[src/rtl/sb_pkg.sv]
`default_nettype none
// ============================================================================
//  Module      : sb_pkg
//  Description : Shared constants, the config-entry type and the routing map
//                of the configurable switch box.
//  Revision    : 1.0 - initial release
// ============================================================================
package sb_pkg;

    // Source-select codes. Codes 0..2 pick one of the three other sides;
    // codes starting at SRC_PE_BASE pick PE outputs.
    localparam int SRC_SIDE_0  = 0;
    localparam int SRC_SIDE_1  = 1;
    localparam int SRC_SIDE_2  = 2;
    localparam int SRC_PE_BASE = 3;

    // The stored select field is kept at a fixed width so one entry type
    // serves every NUM_PE (up to 253 PE sources); unused high bits stay zero.
    localparam int SB_SEL_MAX_W = 8;

    typedef struct packed {
        logic                    reg_mode;
        logic [SB_SEL_MAX_W-1:0] sel;
    } sb_cfg_t;

    // Side that feeds output side s when track-select code k is chosen.
    function automatic int sb_src_side(input int s, input int k);
        return (s + 1 + k) % 4;
    endfunction

    // Track on that source side; the offset rotates so the three choices of
    // one output land on different tracks.
    function automatic int sb_src_track(input int s, input int t, input int k,
                                        input int tracks);
        return (t + sb_src_side(s, k) + 3) % tracks;
    endfunction

endpackage
`default_nettype wire

[src/rtl/sb_out_mux.sv]
`default_nettype none
// ============================================================================
//  Module      : sb_out_mux
//  Description : Source multiplexer for one switch-box output, with a
//                per-output choice of combinational or registered drive.
//  Revision    : 1.0 - initial release
// ============================================================================
module sb_out_mux
    import sb_pkg::*;
#(
    parameter int TRACKS = 4,
    parameter int WIDTH  = 1,
    parameter int NUM_PE = 1,
    parameter int SIDE   = 0,
    parameter int TRACK  = 0
) (
    input  logic                      clk,
    input  logic                      reset,
    input  logic [4*TRACKS*WIDTH-1:0] i_in_wire,
    input  logic [NUM_PE*WIDTH-1:0]   i_pe_in,
    input  sb_cfg_t                   i_cfg,
    output logic [WIDTH-1:0]          o_out
);

    // Bit offsets of the three track sources this output can reach.
    localparam int c_SLOT_0 = (sb_src_side(SIDE, SRC_SIDE_0) * TRACKS
                              + sb_src_track(SIDE, TRACK, SRC_SIDE_0, TRACKS)) * WIDTH;
    localparam int c_SLOT_1 = (sb_src_side(SIDE, SRC_SIDE_1) * TRACKS
                              + sb_src_track(SIDE, TRACK, SRC_SIDE_1, TRACKS)) * WIDTH;
    localparam int c_SLOT_2 = (sb_src_side(SIDE, SRC_SIDE_2) * TRACKS
                              + sb_src_track(SIDE, TRACK, SRC_SIDE_2, TRACKS)) * WIDTH;

    logic [WIDTH-1:0]          w_mux;
    logic [WIDTH-1:0]          r_out;
    logic [4*TRACKS*WIDTH-1:0] w_unused_in;

    // Only three track slots feed this output; the rest of the bus is dropped.
    assign w_unused_in = i_in_wire;

    // Select the source; codes beyond the last PE drive zeros.
    always_comb begin
        w_mux = '0;
        if (i_cfg.sel == SB_SEL_MAX_W'(SRC_SIDE_0)) begin
            w_mux = i_in_wire[c_SLOT_0 +: WIDTH];
        end else if (i_cfg.sel == SB_SEL_MAX_W'(SRC_SIDE_1)) begin
            w_mux = i_in_wire[c_SLOT_1 +: WIDTH];
        end else if (i_cfg.sel == SB_SEL_MAX_W'(SRC_SIDE_2)) begin
            w_mux = i_in_wire[c_SLOT_2 +: WIDTH];
        end else begin
            for (int p = 0; p < NUM_PE; p++) begin
                if (i_cfg.sel == SB_SEL_MAX_W'(SRC_PE_BASE + p)) begin
                    w_mux = i_pe_in[p*WIDTH +: WIDTH];
                end
            end
        end
    end

    // Pipeline stage loads every cycle so a mode switch never shows stale data.
    always_ff @(posedge clk) begin
        if (reset) begin
            r_out <= '0;
        end else begin
            r_out <= w_mux;
        end
    end

    assign o_out = i_cfg.reg_mode ? r_out : w_mux;

endmodule
`default_nettype wire

[src/rtl/switch_box_cfg.sv]
`default_nettype none
// ============================================================================
//  Module      : switch_box_cfg
//  Description : Parametrised 4-side switch box with shadow/active config
//                stores, addressed write/readback and a single commit strobe.
//  Revision    : 1.0 - initial release
// ============================================================================
module switch_box_cfg
    import sb_pkg::*;
#(
    parameter  int TRACKS = 4,
    parameter  int WIDTH  = 1,
    parameter  int NUM_PE = 1,
    localparam int SEL_W  = $clog2(3 + NUM_PE),
    localparam int ADDR_W = $clog2(4 * TRACKS)
) (
    input  logic                      clk,
    input  logic                      reset,
    input  logic [4*TRACKS*WIDTH-1:0] in_wire,
    output logic [4*TRACKS*WIDTH-1:0] out_wire,
    input  logic [NUM_PE*WIDTH-1:0]   pe_in,
    input  logic [ADDR_W-1:0]         cfg_addr,
    input  logic [SEL_W:0]            cfg_wdata,
    input  logic                      cfg_we,
    input  logic                      cfg_re,
    output logic [SEL_W:0]            cfg_rdata,
    output logic                      cfg_rvalid,
    input  logic                      cfg_commit
);

    localparam int c_NOUT = 4 * TRACKS;

    sb_cfg_t        r_shadow [c_NOUT];
    sb_cfg_t        r_active [c_NOUT];
    sb_cfg_t        w_wentry;
    logic           w_addr_ok;
    logic [SEL_W:0] w_rd_data;
    logic [SEL_W:0] r_rdata;
    logic           r_rvalid;

    // When the store fills the address space every address is a real entry.
    if (c_NOUT == 2**ADDR_W) begin : g_addr_full
        assign w_addr_ok = 1'b1;
    end else begin : g_addr_partial
        assign w_addr_ok = (cfg_addr < ADDR_W'(c_NOUT));
    end

    // Widen the written word into a stored entry.
    always_comb begin
        w_wentry          = '0;
        w_wentry.reg_mode = cfg_wdata[SEL_W];
        w_wentry.sel      = SB_SEL_MAX_W'(cfg_wdata[SEL_W-1:0]);
    end

    // Readback value: same-cycle write wins; out-of-range reads return zero.
    always_comb begin
        w_rd_data = '0;
        if (w_addr_ok) begin
            if (cfg_we) begin
                w_rd_data = cfg_wdata;
            end else begin
                w_rd_data = {r_shadow[cfg_addr].reg_mode,
                             r_shadow[cfg_addr].sel[SEL_W-1:0]};
            end
        end
    end

    // Shadow writes, and commit copying the (post-write) shadow into active.
    always_ff @(posedge clk) begin
        if (reset) begin
            for (int i = 0; i < c_NOUT; i++) begin
                r_shadow[i] <= '0;
                r_active[i] <= '0;
            end
        end else begin
            if (cfg_we && w_addr_ok) begin
                r_shadow[cfg_addr] <= w_wentry;
            end
            if (cfg_commit) begin
                for (int i = 0; i < c_NOUT; i++) begin
                    r_active[i] <= (cfg_we && w_addr_ok && cfg_addr == ADDR_W'(i))
                                   ? w_wentry : r_shadow[i];
                end
            end
        end
    end

    // Readback register; data holds between reads.
    always_ff @(posedge clk) begin
        if (reset) begin
            r_rdata  <= '0;
            r_rvalid <= 1'b0;
        end else begin
            r_rvalid <= cfg_re;
            if (cfg_re) begin
                r_rdata <= w_rd_data;
            end
        end
    end

    assign cfg_rdata  = r_rdata;
    assign cfg_rvalid = r_rvalid;

    for (genvar gi = 0; gi < c_NOUT; gi++) begin : g_out
        sb_out_mux #(
            .TRACKS (TRACKS),
            .WIDTH  (WIDTH),
            .NUM_PE (NUM_PE),
            .SIDE   (gi / TRACKS),
            .TRACK  (gi % TRACKS)
        ) u_mux (
            .clk       (clk),
            .reset     (reset),
            .i_in_wire (in_wire),
            .i_pe_in   (pe_in),
            .i_cfg     (r_active[gi]),
            .o_out     (out_wire[gi*WIDTH +: WIDTH])
        );
    end

endmodule
`default_nettype wire

[config.mk]
export PLATFORM = sky130hd
export DESIGN_NAME = switch_box_cfg
export DESIGN_NICKNAME = d
export VERILOG_FILES = /design/src/rtl/sb_pkg.sv /design/src/rtl/sb_out_mux.sv /design/src/rtl/switch_box_cfg.sv
export SDC_FILE = /design/constraint.sdc
export NUM_CORES = 1
export LEC_CHECK = 0
export ABC_AREA = 1
export CAP_MARGIN = 20
export CORE_MARGIN = 2
export CORE_UTILIZATION = 30
export DETAILED_ROUTE_END_ITERATION = 8
export GPL_TIMING_DRIVEN = 0
export PLACE_DENSITY = 0.47
export SETUP_SLACK_MARGIN = 0.4
export SLEW_MARGIN = 30
export SYNTH_ARGS = -nofsm -noshare
export SYNTH_HDL_FRONTEND = slang
export SYNTH_SLANG_ARGS = --single-unit
export TNS_END_PERCENT = 5
[constraint.sdc]
create_clock -name clk -period 2.5 [get_ports clk]
set_input_delay 0.625 -clock clk [delete_from_list [all_inputs] [get_ports clk]]
set_output_delay 0.625 -clock clk [all_outputs]
set_load 0.01 [all_outputs]
## Yosys cells after proc, flatten, opt, wreduce, memory -nomap -nowiden

Memory sizes are Yosys's and may differ from the RTL's. A register that Yosys moved wholly into a read port is not among the register bits.
Index checks and enable logic that the tools add are counted.

| cells by class | value |
|---|---|
| equal/unequal tests | 63 |
| multiplexer cells | 123 |
| bitwise logic cells | 16 |
| reduce and logical (&&, ||, !) cells | 34 |

Operators with widths:

| kind | number |
|---|---|
| two-way mux 9 bit | 32 |
| == test 8 x 2 -> 1 bit (second input constant) | 32 |
| == test 8 x 1 -> 1 bit (second input constant) | 16 |
| logical NOT 8 bit | 16 |
| two-way mux 1 bit | 89 |
| == test 4 bit (second input constant) | 8 |
| == test 4 x 3 -> 1 bit (second input constant) | 4 |
| logical AND 1 bit | 16 |
| bitwise OR 1 bit | 16 |
| == test 4 x 2 -> 1 bit (second input constant) | 2 |
| == test 4 x 1 -> 1 bit (second input constant) | 1 |
| logical NOT 4 bit | 1 |
| two-way mux 4 bit | 1 |
| two-way mux 3 bit | 1 |
| OR reduction 3 bit | 1 |

| storage, ports and cells | value |
|---|---|
| bits in registers | 17 |
| bits in writable memories | 192 |
| bits of input ports | 29 |
| output and inout bits | 20 |
| logic and storage cells | 255 |
| memories kept | 2 |

Memories:

| name | words | width | read ports | clocked after Yosys merged registers in | write ports | RTL line | RTL |
|---|---|---|---|---|---|---|---|
| r_active | 16 | 9 | 16 | 0 | 16 | switch_box_cfg.sv:34 | `sb_cfg_t r_active [c_NOUT];` |
| r_shadow | 16 | 3 | 17 | 1 | 16 | switch_box_cfg.sv:33 | `sb_cfg_t r_shadow [c_NOUT];` |

## Logic depth before layout (Yosys ltp)

Gate-level depths: netlist of the first run.
An unclocked memory read counts as a cell.

| depth | value |
|---|---|
| depth after elaboration | 7 |
| depth in mapped cells | 11 |
| gate-level depth less buffers | 9 |

## By module

A second synthesis of the first run with hierarchy kept.

| second synthesis, totals | value |
|---|---|
| cell total of the unflattened synthesis | 803 |
| area total of the unflattened synthesis | 6428.7 µm² |

Modules (own cells, without submodules):

| module | instances | cells an instance | area each (µm²) | seq. area each (µm²) |
|---|---|---|---|---|
| switch_box_cfg | 1 | 483 | 4787.1 | 2962.8 |
| sb_out_mux | 16 | 20 | 102.6 | 20.0 |

## Least setup slack after synthesis of the first run

Ideal clock, no wire load.

| timing | value |
|---|---|
| kind | input port to flip-flop |
| start point | input port reset |
| end point | memory r_active[0][0] (netlist bit) (enable) |
| library setup time | 0.584 ns |
| arrival time | 1.944 ns |
| data required time | 1.916 ns |
| slack | -0.028 ns |
| stages | 4 |
| buffers on the path | 2 |
| cells stage by stage | inv_2 -> buf_2 -> buf_2 -> nand2_1 |

RTL lines:

| what | RTL line | RTL |
|---|---|---|
| start, declared | switch_box_cfg.sv:18 | `input logic reset,` |
| end, declared | switch_box_cfg.sv:34 |  |

==> reports/results.txt, run 1 <==
The run finished with clean final reports. The tools report the share of synthesized area occupied by flip-flops and latches as 0.551. The residual antenna-violating net count after detailed routing came out at 0. Vias per cell: 4.72. Dividing the detail-routed wire length by the instance count gives 17.4 um. TritonCTS built the clock tree.

The height of the die is 145 um. Once detailed placement completed, the half-perimeter wirelength came to 12800 um. The logs give 0.306 for the initial cell density of the core and 49 for the largest net degree at the start of global routing.

Power comes to 5.36 mW. The overall die area was 21000 sq um; the critical-path maximum fanout was 10. The number of standard cells after synthesis was 653; the average size of a mapped cell was 9.12 sq um.

Across the run, the number of max-cap violations was 0. The area of the core region came out at 19500 sq um. Clock-pin slew was measured on the worst setup and hold paths at 50 ps. The fraction of layout cells with a size suffix above 1 was 0.220. Setup repair after global routing could not meet its margin everywhere. The remaining max-slew budget at the tightest pin was 0.483. The static leakage came out at 3.03 nW.

The setup check on the worst reg-to-reg path leaves a slack of 320 ps. Setup violations remaining at the end of the flow were counted as 0. The tools report the startpoint of the lowest-slack register-to-register path as r_active[0][36]. The total of buffers placed on input and output ports came out at 45. The power per standard cell area was 717 nW/um^2; the detailed-routing iteration count for the pre-antenna-repair pass was 5.

Adding up every negative setup slack in the final design gives 0 ps. The worst setup path is launched from an input port. The tools report the CTS root buffer as clkbuf_16. Counting every sink on the clock net gives 116.

The data required time of the critical path is 2680 ps. After synthesis, the cell types taking the most area are edfxtp_1 (48%), nand2_1 (12%), dfxtp_1 (6.7%). The multi-input combinational cells in the finished layout cover a total of 2230 sq um. The clock reaches the later pin of the worst-skew pair after 420 ps. The run gives 0 as the number of antenna violations at the first check in global routing. The actual transition at the worst max-transition pin was 775 ps; the total count of hold-check failures in the final report was 0. The number of top-level design ports was 49; the post-detailed-route DRC marker count was 0.

The clock skew after layout came out at 7.36 ps. The tools report the worst setup path endpoint as r_active[0][44]. The routed design has 17600 um of wire.

STA classifies the critical path endpoint as a flip-flop. After floorplanning, the core was divided into 51 placement rows. Compared with the post-synthesis result, the final layout area differs by 25.6%. Summing all flip-flop and latch instances after layout gives 3280 sq um. The count of final max-slew check failures came out at 0.

The number of cells traversed by the worst register-to-register path came out at 14. End of the worst register-to-register path: g_out[4].u_mux.r_out. The net count of the finished layout is 762. The path type of the worst min-delay path is flip-flop to flip-flop.

Walking the worst path, the cells encountered are clkdlybuf4s50_1 -> nor2_2 -> clkbuf_2 -> o21ai_0 -> a21oi_1. The number of clock buffers added by TritonCTS is 17. After global routing the overflow that remains totals 0.

The share of the cycle needed by the critical path after routing is 0.893. The finished cells cover 7480 sq um. Number of register bits inferred by synthesis: 116. Subtracting the final worst setup slack from the clock period gives 2230 ps. The maximum clock frequency was 448 MHz; the fraction of post-synthesis cell area in the top cell type by area was 0.484.

The CTS H-tree depth is 4, and the instance count after placement with tap cells included is 963. The warning count from the yosys run came out at 0. The tools report the worst path arrival time as 2410 ps.

The synthesized design spends more area on one cell type than any other, namely edfxtp_1. On the worst path, the slowest cell contributes a delay of 570 ps. Tracing the worst setup path back leads to its startpoint at reset. The number of antenna diodes in the final layout is 0. The critical path is of the input port to flip-flop type. Counting along the longest clock path gives a buffer depth of 2. The via count of the first global-routing pass was 4658.

The highest-delay cell along the critical path is clkdlybuf4s50_1. In this run, the number of DRC markers left after iteration 0 of detailed routing was 447. The wire length of the first global-routing pass is 26600 um. The synthesized netlist occupies a cell area of 5950 sq um. The overall routing resource usage was 0.178; the weighted congestion at the end of routability-driven global placement was 0.875. The logs give 1011 for the final cell count without fillers and 32 for the post-synthesis cell type count. For the worst hold margin, the log shows 473 ps. Once placement finished, the instance area stood at 6740 sq um.

Measured along the x axis, the die boundary spans 145 um. The tools report the largest voltage drop on the vdd net as 0.325 mV. Counting every net in the synthesized netlist gives 682.

For the number of vias in the routed layout, the log shows 4770. The filler cells instantiated in the layout total 1967. For this design, the CTS-stage hold fixing added 0 buffers.
-- layout make-up --
class | instances | area share
sequential | 116 | 0.439
multi-input combinational | 447 | 0.298
timing repair buffer | 61 | 0.0740
clock buffer | 23 | 0.0653
tap | 265 | 0.0444
buffer | 40 | 0.0417
inverter | 50 | 0.0268
clock inverter | 9 | 0.0104
-- layer usage --
layer / share of wire / wire length [um] / vias up / GRT usage
li1: - / - / 2375 / -
met1: 0.46 / 8110 / 2250 / 0.231
met2: 0.48 / 8420 / 126 / 0.289
met3: 0.042 / 731 / 19 / 0.0418
met4: 0.019 / 330 / 0 / 0.0649
met5: 0 / 0 / - / 0
-- state kept, by name, summed over array words and instances (netlist names) --
signal / flops
cfg_rdata: 3
g_out.u_mux.r_out: 16
cfg_rvalid: 1
r_shadow: 48
r_active: 48
-- synthesized netlist by cell type --
| cell type | count |
|---|---|
| nor2_1 | 73 |
| nand2_2 | 3 |
| clkbuf_1 | 6 |
| clkbuf_2 | 1 |
| buf_2 | 7 |
| dfxtp_1 | 20 |
| inv_8 | 1 |
| nand4_1 | 2 |
| buf_4 | 19 |
| inv_2 | 8 |
| nand3_4 | 4 |
| nand2_1 | 190 |
| o211ai_1 | 16 |
| edfxtp_1 | 96 |
| nand3_1 | 7 |
| inv_4 | 2 |
| a31o_2 | 12 |
| nor2_2 | 2 |
| nand4_4 | 1 |
| o22ai_1 | 6 |
| buf_6 | 5 |
| a21oi_1 | 32 |
| o21ai_0 | 72 |
| buf_1 | 2 |
| clkinv_1 | 1 |
| inv_1 | 38 |
| a211oi_1 | 1 |
| nand3_2 | 2 |
| o21ai_1 | 7 |
| nor2_8 | 2 |
| nor2_4 | 12 |
| o21bai_1 | 3 |
-- what timing repair did --
action                     in CTS  in global routing
gates resized for setup       152                 22
gates cloned                    1                  0
setup endpoints to repair     106                111
buffers inserted               14                  1
pin swaps                      27                 19
-- layout by cell type (no fill, tap or decap), types with 2 or more instances in the layout --
master / n
nand2_1: 189
edfxtp_1: 96
nor2_1: 72
o21ai_1: 47
buf_4: 35
a21oi_1: 32
inv_1: 31
o21ai_0: 29
dfxtp_1: 20
clkbuf_16: 18
o211ai_1: 16
inv_2: 15
buf_6: 14
buf_2: 14
clkdlybuf4s50_1: 13
nor2_4: 12
a31o_2: 12
nand3_1: 7
clkbuf_1: 6
o22ai_1: 6
dlygate4sd2_1: 6
clkinv_2: 5
clkdlybuf4s15_1: 5
nand3_4: 4
clkbuf_2: 4
clkbuf_8: 4
nor2_2: 3
nand2_2: 3
o21ai_2: 3
o21bai_1: 3
clkinvlp_4: 3
clkdlybuf4s15_2: 3
inv_4: 2
nand4_1: 2
nor2_8: 2
nand3_2: 2
-- worst min-delay path by stage --
stage	startpoint	endpoint	slack, ps	depth (start not counted)
floorplan	cfg_rdata[0]	cfg_rdata[0]	490	2
global placement	cfg_rdata[1]	cfg_rdata[1]	460	2
detailed placement	cfg_rdata[1]	cfg_rdata[1]	470	2
CTS	cfg_rdata[1]	cfg_rdata[1]	480	2
global route	cfg_rdata[1]	cfg_rdata[1]	500	2
finish	cfg_rdata[1]	cfg_rdata[1]	470	2
-- worst max-delay path: cells and delay by family --
family                 cells  cell delay [ps]
AO/OA/AOI/OAI              2              490
AND/OR/NAND/NOR            1              400
buffers and inverters      2              890
-- stage by stage --
step                      utilization  setup WS (ps)
after detailed placement        0.346           -557
after floorplan                     -            424
after global placement          0.346           -783
after CTS                       0.385            214
after global routing            0.384            186
final                           0.384            268
-- cells by family after synthesis --
| kind of cell | after synthesis | synth area share |
|---|---|---|
| and+or+nand+nor | 298 | 0.227 |
| AOI/OAI and AO/OA | 149 | 0.142 |
| DFF | 116 | 0.551 |
| buffers and inverters | 90 | 0.0788 |
-- power breakdown --
| part | internal (mW) | switching, mW |
|---|---|---|
| logic | 0.320 | 0.414 |
| registers | 2.24 | 0.0773 |
| clock network | 1.46 | 0.849 |
Power figures use the tool's default switching activity.
==> run 2: changes to the inputs <==
- CTS_BUF_LIST: not set -> sky130_fd_sc_hd__clkbuf_16
==> reports/results.txt, run 2 (same netlist as run 1, synthesis figures left out) <==
Class of the most critical setup path: flip-flop to primary output (was input port to flip-flop). The number of antenna diodes was 0 (unchanged); the clock skew after layout was 7.44 ps (was 7.36 ps). The via count of the first global-routing pass was 4665 (was 4658); the worst-skew pair later-pin latency was 420 ps (about the same). Number of antenna violations at the first check in global routing: 0 (unchanged). The instance count after placement with tap cells included was 963 (unchanged); the worst-case clock buffer depth was 2 (unchanged). The weighted congestion at the end of routability-driven global placement is 0.875 (unchanged), and the growth of design area from synthesis to finish is 25.3% (was 25.6%). The average detailed-routed wire length per instance was 17.7 um (was 17.4 um); the number of top-level design ports was 49 (unchanged). The run gives 26600 um (about the same) as the wire length of the first global-routing pass.

For the count of maximum capacitance violations, the log shows 0 (unchanged). The most common library cell in the layout ignoring fill and taps is nand2_1 (unchanged). The run gives 3.02 nW (was 3.03 nW) as the static leakage.

The tools report the number of sinks handled by clock tree synthesis as 116 (unchanged). The logs give 0 (unchanged) for the leftover overflow at the end of global routing and 0 (unchanged) for the total count of hold-check failures in the final report. The tools report the CTS root buffer as clkbuf_16 (unchanged). Power per standard cell area: 701 nW/um^2 (was 717 nW/um^2). The initial DRC count came out at 418 (was 447). Biggest registers after layout: r_active: 48 flops, r_shadow: 48 flops, g_out.u_mux.r_out: 16 flops (unchanged).

The post-CTS clock slew at the launch and capture registers of the worst setup and hold paths was 50 ps (about the same). The run gives 19500 sq um (unchanged) as the area of the core region. The post-route minimum period was 2220 ps (was 2230 ps).

Path type of the worst min-delay path: flip-flop to flip-flop (unchanged). For the overall die area, the log shows 21000 sq um (unchanged). The count of final max-slew check failures was 0 (unchanged). The run gives 5 (unchanged) as the detailed-routing iteration count for the pre-antenna-repair pass.

The logs give 17 (unchanged) for the TritonCTS buffer count and 1971 (was 1967) for the number of filler cells placed in the layout. The final instance area was 7460 sq um (was 7480 sq um); the fraction of layout cells with a size suffix above 1 was 0.216 (was 0.220). The logs give 0 (unchanged) for the post-detailed-route DRC marker count and -557 ps (unchanged) for the worst slack at placement.

The tools report the critical path startpoint category as a flip-flop (was an input port). Vias per cell: 4.74 (was 4.72). The critical path endpoint category is a primary output (was a flip-flop).

The actual transition at the worst max-transition pin is 798 ps (was 775 ps), and the number of placement rows is 51 (unchanged). The maximum clock frequency is 451 MHz (was 448 MHz), and the post-route total power is 5.23 mW (was 5.36 mW). The run gives 763 (was 762) as the total number of nets in the final design. Largest voltage drop on the vdd net: 0.327 mV (was 0.325 mV).

Setup repair after global routing could not meet its margin everywhere. The initial cell density of the core was 0.306 (unchanged); the width of the die was 145 um (unchanged). Commonest cells after routing, fill and taps aside: nand2_1 (189), edfxtp_1 (96), nor2_1 (72) (unchanged). The wire length after detailed routing came out at 17900 um (was 17600 um).

The critical-path maximum fanout is 4 (was 10), and the data required time of the critical path is 1880 ps (was 2680 ps). The total of endpoints with negative setup slack in the final report was 0 (unchanged); the share of the cycle needed by the critical path after routing was 0.888 (was 0.893). The remaining max-slew budget at the tightest pin was 0.468 (was 0.483); the final worst-path setup slack was 280 ps (was 268 ps). The worst path arrival time was 1590 ps (was 2410 ps). The run gives 4 (unchanged) as the CTS H-tree depth. The tools report the number of vias in the routed layout as 4794 (was 4770).

The height of the die was 145 um (unchanged). The total of buffers placed on input and output ports is 45 (unchanged). The residual antenna-violating net count after detailed routing came out at 0 (unchanged). The overall routing resource usage is 0.177 (was 0.178).

The tools report the largest net degree at the start of global routing as 49 (unchanged). For the area of placed instances, the log shows 6740 sq um (unchanged). TritonCTS built the clock tree. The flow ran to the end, and the final reports show no timing, DRC or antenna violations.

The HPWL after detailed placement came out at 12800 um (unchanged). For the final cell count without fillers, the log shows 1012 (was 1011).
[run 2: layer usage]
layer,global-route usage,vias to the layer above,part of all wire
met4,0.0664,0,0.018
li1,-,2382,-
met1,0.230,2249,0.45
met5,0,-,0
met3,0.0398,18,0.048
met2,0.290,145,0.48
[run 2: stage by stage]
| stage | setup TNS, ps | util | hold WS, ps |
|---|---|---|---|
| after floorplan | 0 | - | 487 |
| after global placement | -53500 | 0.346 | 463 |
| after detailed placement | -38410 | 0.346 | 470 |
| after CTS | 0 | 0.383 | 478 |
| after global routing | 0 | 0.383 | 499 |
| final | 0 | 0.383 | 475 |
[run 2: worst paths after layout]
| kind | slack [ps] | from | cells after the start | endpoint |
|---|---|---|---|---|
| setup / recovery | 280 | r_active[0][63] | 5 | out_wire[7] |
| setup reg to reg | 320 | r_active[0][36] | 14 | g_out[4].u_mux.r_out |
| hold / removal | 470 | cfg_rdata[1] | 2 | cfg_rdata[1] |
| hold reg to reg | 470 | cfg_rdata[1] | 2 | cfg_rdata[1] |
[run 2: critical path: stages (launching register included)]
cell,delay (ps)
edfxtp_1,470
o211ai_1,250
o21ai_2,120
o21ai_2,130
buf_4,120
buf_6,90
[run 2: layout make-up]
class,count,area (sq um),area share
clock buffers,17,425,0.0570
flip-flops and latches,116,3280,0.440
repair buffers,61,553,0.0741
inverters,50,200,0.0268
multi-input cells,448,2260,0.302
well taps,265,332,0.0444
plain buffers,40,312,0.0418
clock inverters,15,100,0.0134
[run 2: power by group]
part	internal (mW)	switching (mW)	leakage, nW
logic	0.321	0.418	1.61
registers	2.24	0.0771	1.15
clock network	1.33	0.845	0.261
total	3.89	1.34	3.02
[run 2: timing repair]
item,4_1_cts,5_1_grt
setup buffers,14,1
hold buffers,0,0
cloned,1,1
pin swaps,27,19
endpoints found under the setup margin,106,111
resized for setup,152,24
==> run 3: changes to the inputs <==
- TNS_END_PERCENT: 5 -> 1
==> reports/results.txt, run 3 (same netlist as run 1, synthesis figures left out) <==
The flow ran to the end, and the final reports show no timing, DRC or antenna violations. TritonCTS built the clock tree. The run gives 51 (unchanged) as the number of placement rows.

Number of sinks handled by clock tree synthesis: 116 (unchanged). Beginning of the worst hold path: cfg_rdata[1] (unchanged). For the detailed-routing iteration count for the pre-antenna-repair pass, the log shows 5 (unchanged). The run gives 26600 um (about the same) as the wire length of the first global-routing pass.

The initial cell density of the core is 0.306 (unchanged), and the setup TNS is 0 ps (unchanged). End of the worst register-to-register path: g_out[4].u_mux.r_out (unchanged). The CTS root buffer is clkbuf_16 (unchanged). For the TritonCTS buffer count, the log shows 17 (unchanged).

The post-CTS clock slew at the launch and capture registers of the worst setup and hold paths came out at 50 ps (about the same). The worst hold margin is 473 ps (was 475 ps), and the residual antenna-violating net count after detailed routing is 0 (unchanged). The HPWL after detailed placement is 12800 um (unchanged), and the met2 layer usage reported by global route is 0.290 (about the same).

Setup repair after global routing could not meet its margin everywhere. The fraction of layout cells with a size suffix above 1 was 0.216 (unchanged). The startpoint of the lowest-slack register-to-register path is r_active[0][36] (unchanged). The vias per cell came out at 4.72 (was 4.74). Commonest cells after routing, fill and taps aside: nand2_1 (189), edfxtp_1 (96), nor2_1 (72) (unchanged). The logs give 0.230 (about the same) for the global-route met1 utilization and 452 (was 418) for the initial DRC count.

The instance count along the most critical hold path is 2 (unchanged), and the average detailed-routed wire length per instance is 17.6 um (was 17.7 um). The growth of design area from synthesis to finish is 24.5% (was 25.3%). The terminating pin of the worst hold path was cfg_rdata[1] (unchanged).

Wire length after detailed routing: 17800 um (was 17900 um). Width of the die: 145 um (unchanged). The run gives 3.02 nW (about the same) as the static leakage. The worst-case clock buffer depth came out at 2 (unchanged). The most common library cell in the layout ignoring fill and taps was nand2_1 (unchanged).

The instance count after placement with tap cells included came out at 963 (unchanged). The number of top-level design ports is 49 (unchanged). The remaining max-slew budget at the tightest pin is 0.470 (was 0.468).

The flop-to-flop setup slack was 320 ps (about the same); the total number of nets in the final design was 763 (unchanged). The total count of hold-check failures in the final report was 0 (unchanged); the actual transition at the worst max-transition pin was 795 ps (was 798 ps). The tools report the total of endpoints with negative setup slack in the final report as 0 (unchanged).

Most congested layer reported by global routing: met2 (unchanged). The area of the core region is 19500 sq um (unchanged). The number of antenna diodes is 0 (unchanged), and the via count of the first global-routing pass is 4657 (was 4665). The critical path endpoint category was a flip-flop (was a primary output). The data required time of the critical path was 2680 ps (was 1880 ps). The power per standard cell area is 703 nW/um^2 (was 701 nW/um^2), and the share of the cycle needed by the critical path after routing is 0.915 (was 0.888).

The logs give 0 (unchanged) for the count of maximum capacitance violations and 213 ps (was 280 ps) for the final worst-path setup slack. For the number of antenna violations at the first check in global routing, the log shows 0 (unchanged). The worst slack at placement is -557 ps (unchanged), and the worst path arrival time is 2460 ps (was 1590 ps).

The leftover overflow at the end of global routing is 0 (unchanged), and the height of the die is 145 um (unchanged). For the post-route total power, the log shows 5.21 mW (was 5.23 mW). The weighted congestion at the end of routability-driven global placement came out at 0.875 (unchanged). The tools report the overall routing resource usage as 0.177 (about the same). Biggest registers after layout: r_active: 48 flops, r_shadow: 48 flops, g_out.u_mux.r_out: 16 flops (unchanged).

The final instance area was 7410 sq um (was 7460 sq um). The logs give 4780 (was 4794) for the number of vias in the routed layout and 0 (unchanged) for the post-detailed-route DRC marker count. For the final cell count without fillers, the log shows 1012 (unchanged). CTS H-tree depth: 4 (unchanged). The clock skew after layout came out at 7.16 ps (was 7.44 ps).

The path type of the worst min-delay path is flip-flop to flip-flop (unchanged). The critical-path maximum fanout was 10 (was 4). The tools report the largest net degree at the start of global routing as 49 (unchanged).

Worst-skew pair later-pin latency: 420 ps (about the same). The share of the core filled with cells is 0.381 (was 0.383), and the total of buffers placed on input and output ports is 45 (unchanged). The post-route minimum period was 2290 ps (was 2220 ps); the area of placed instances was 6740 sq um (unchanged).

For the fraction of met3 tracks used by global routing, the log shows 0.0395 (was 0.0398). The number of cells traversed by the worst register-to-register path was 14 (unchanged); the largest voltage drop on the vdd net was 0.326 mV (was 0.327 mV). The class of the most critical setup path is input port to flip-flop (was flip-flop to primary output).

The overall die area came out at 21000 sq um (unchanged). For the count of final max-slew check failures, the log shows 0 (unchanged). Maximum clock frequency: 437 MHz (was 451 MHz). Critical path startpoint category: an input port (was a flip-flop).
-- run 3: changes by cell type in the layout (fill, tap and decap cells not counted), sizes merged --
| cell | delta |
|---|---|
| clkdlybuf4s15 | -3 |
| clkbuf | +2 |
| buf | -1 |
| dlygate4sd2 | +2 |
-- run 3: report_power, final --
group / leakage [nW] / internal, mW / switching (mW)
clock network: 0.261 / 1.33 / 0.843
registers: 1.15 / 2.24 / 0.0775
logic: 1.61 / 0.305 / 0.415
-- run 3: how the worst max path moves through the flow --
stage               depth (start not counted)         endpoint            start
floorplan                                   7     out_wire[10]            pe_in
global placement                            5  r_active[0][17]            reset
detailed placement                          7      out_wire[7]       in_wire[2]
CTS                                         5      out_wire[7]  r_active[0][63]
global route                                5      out_wire[7]  r_active[0][63]
finish                                      6  r_active[0][44]       cfg_commit
-- run 3: cell type report --
cell class | instances | area [sq um]
fill | 1979 | 12000
sequential | 116 | 3280
inverter | 50 | 200
clock buffer | 17 | 425
tap | 265 | 332
buffer | 40 | 312
timing repair buffer | 61 | 508
multi-input combinational | 448 | 2250
clock inverter | 15 | 100
-- run 3: worst max-delay path: stages --
cell	delay, ps
clkdlybuf4s50_1	460
inv_1	190
nor2_2	370
clkbuf_2	320
o21ai_0	130
a21oi_1	360
-- run 3: timing repair --
item / 4_1_cts / 5_1_grt
gates resized for setup: 139 / 26
hold buffers: 0 / 0
cloned: 1 / 1
pin swaps: 20 / 21
setup endpoints to repair: 106 / 111
setup buffers: 14 / 1
-- run 3: layer usage --
metal	vias up	wire length, um
met2	130	8570
met4	0	323
met3	18	857
li1	2380	-
met1	2252	8090
met5	-	0
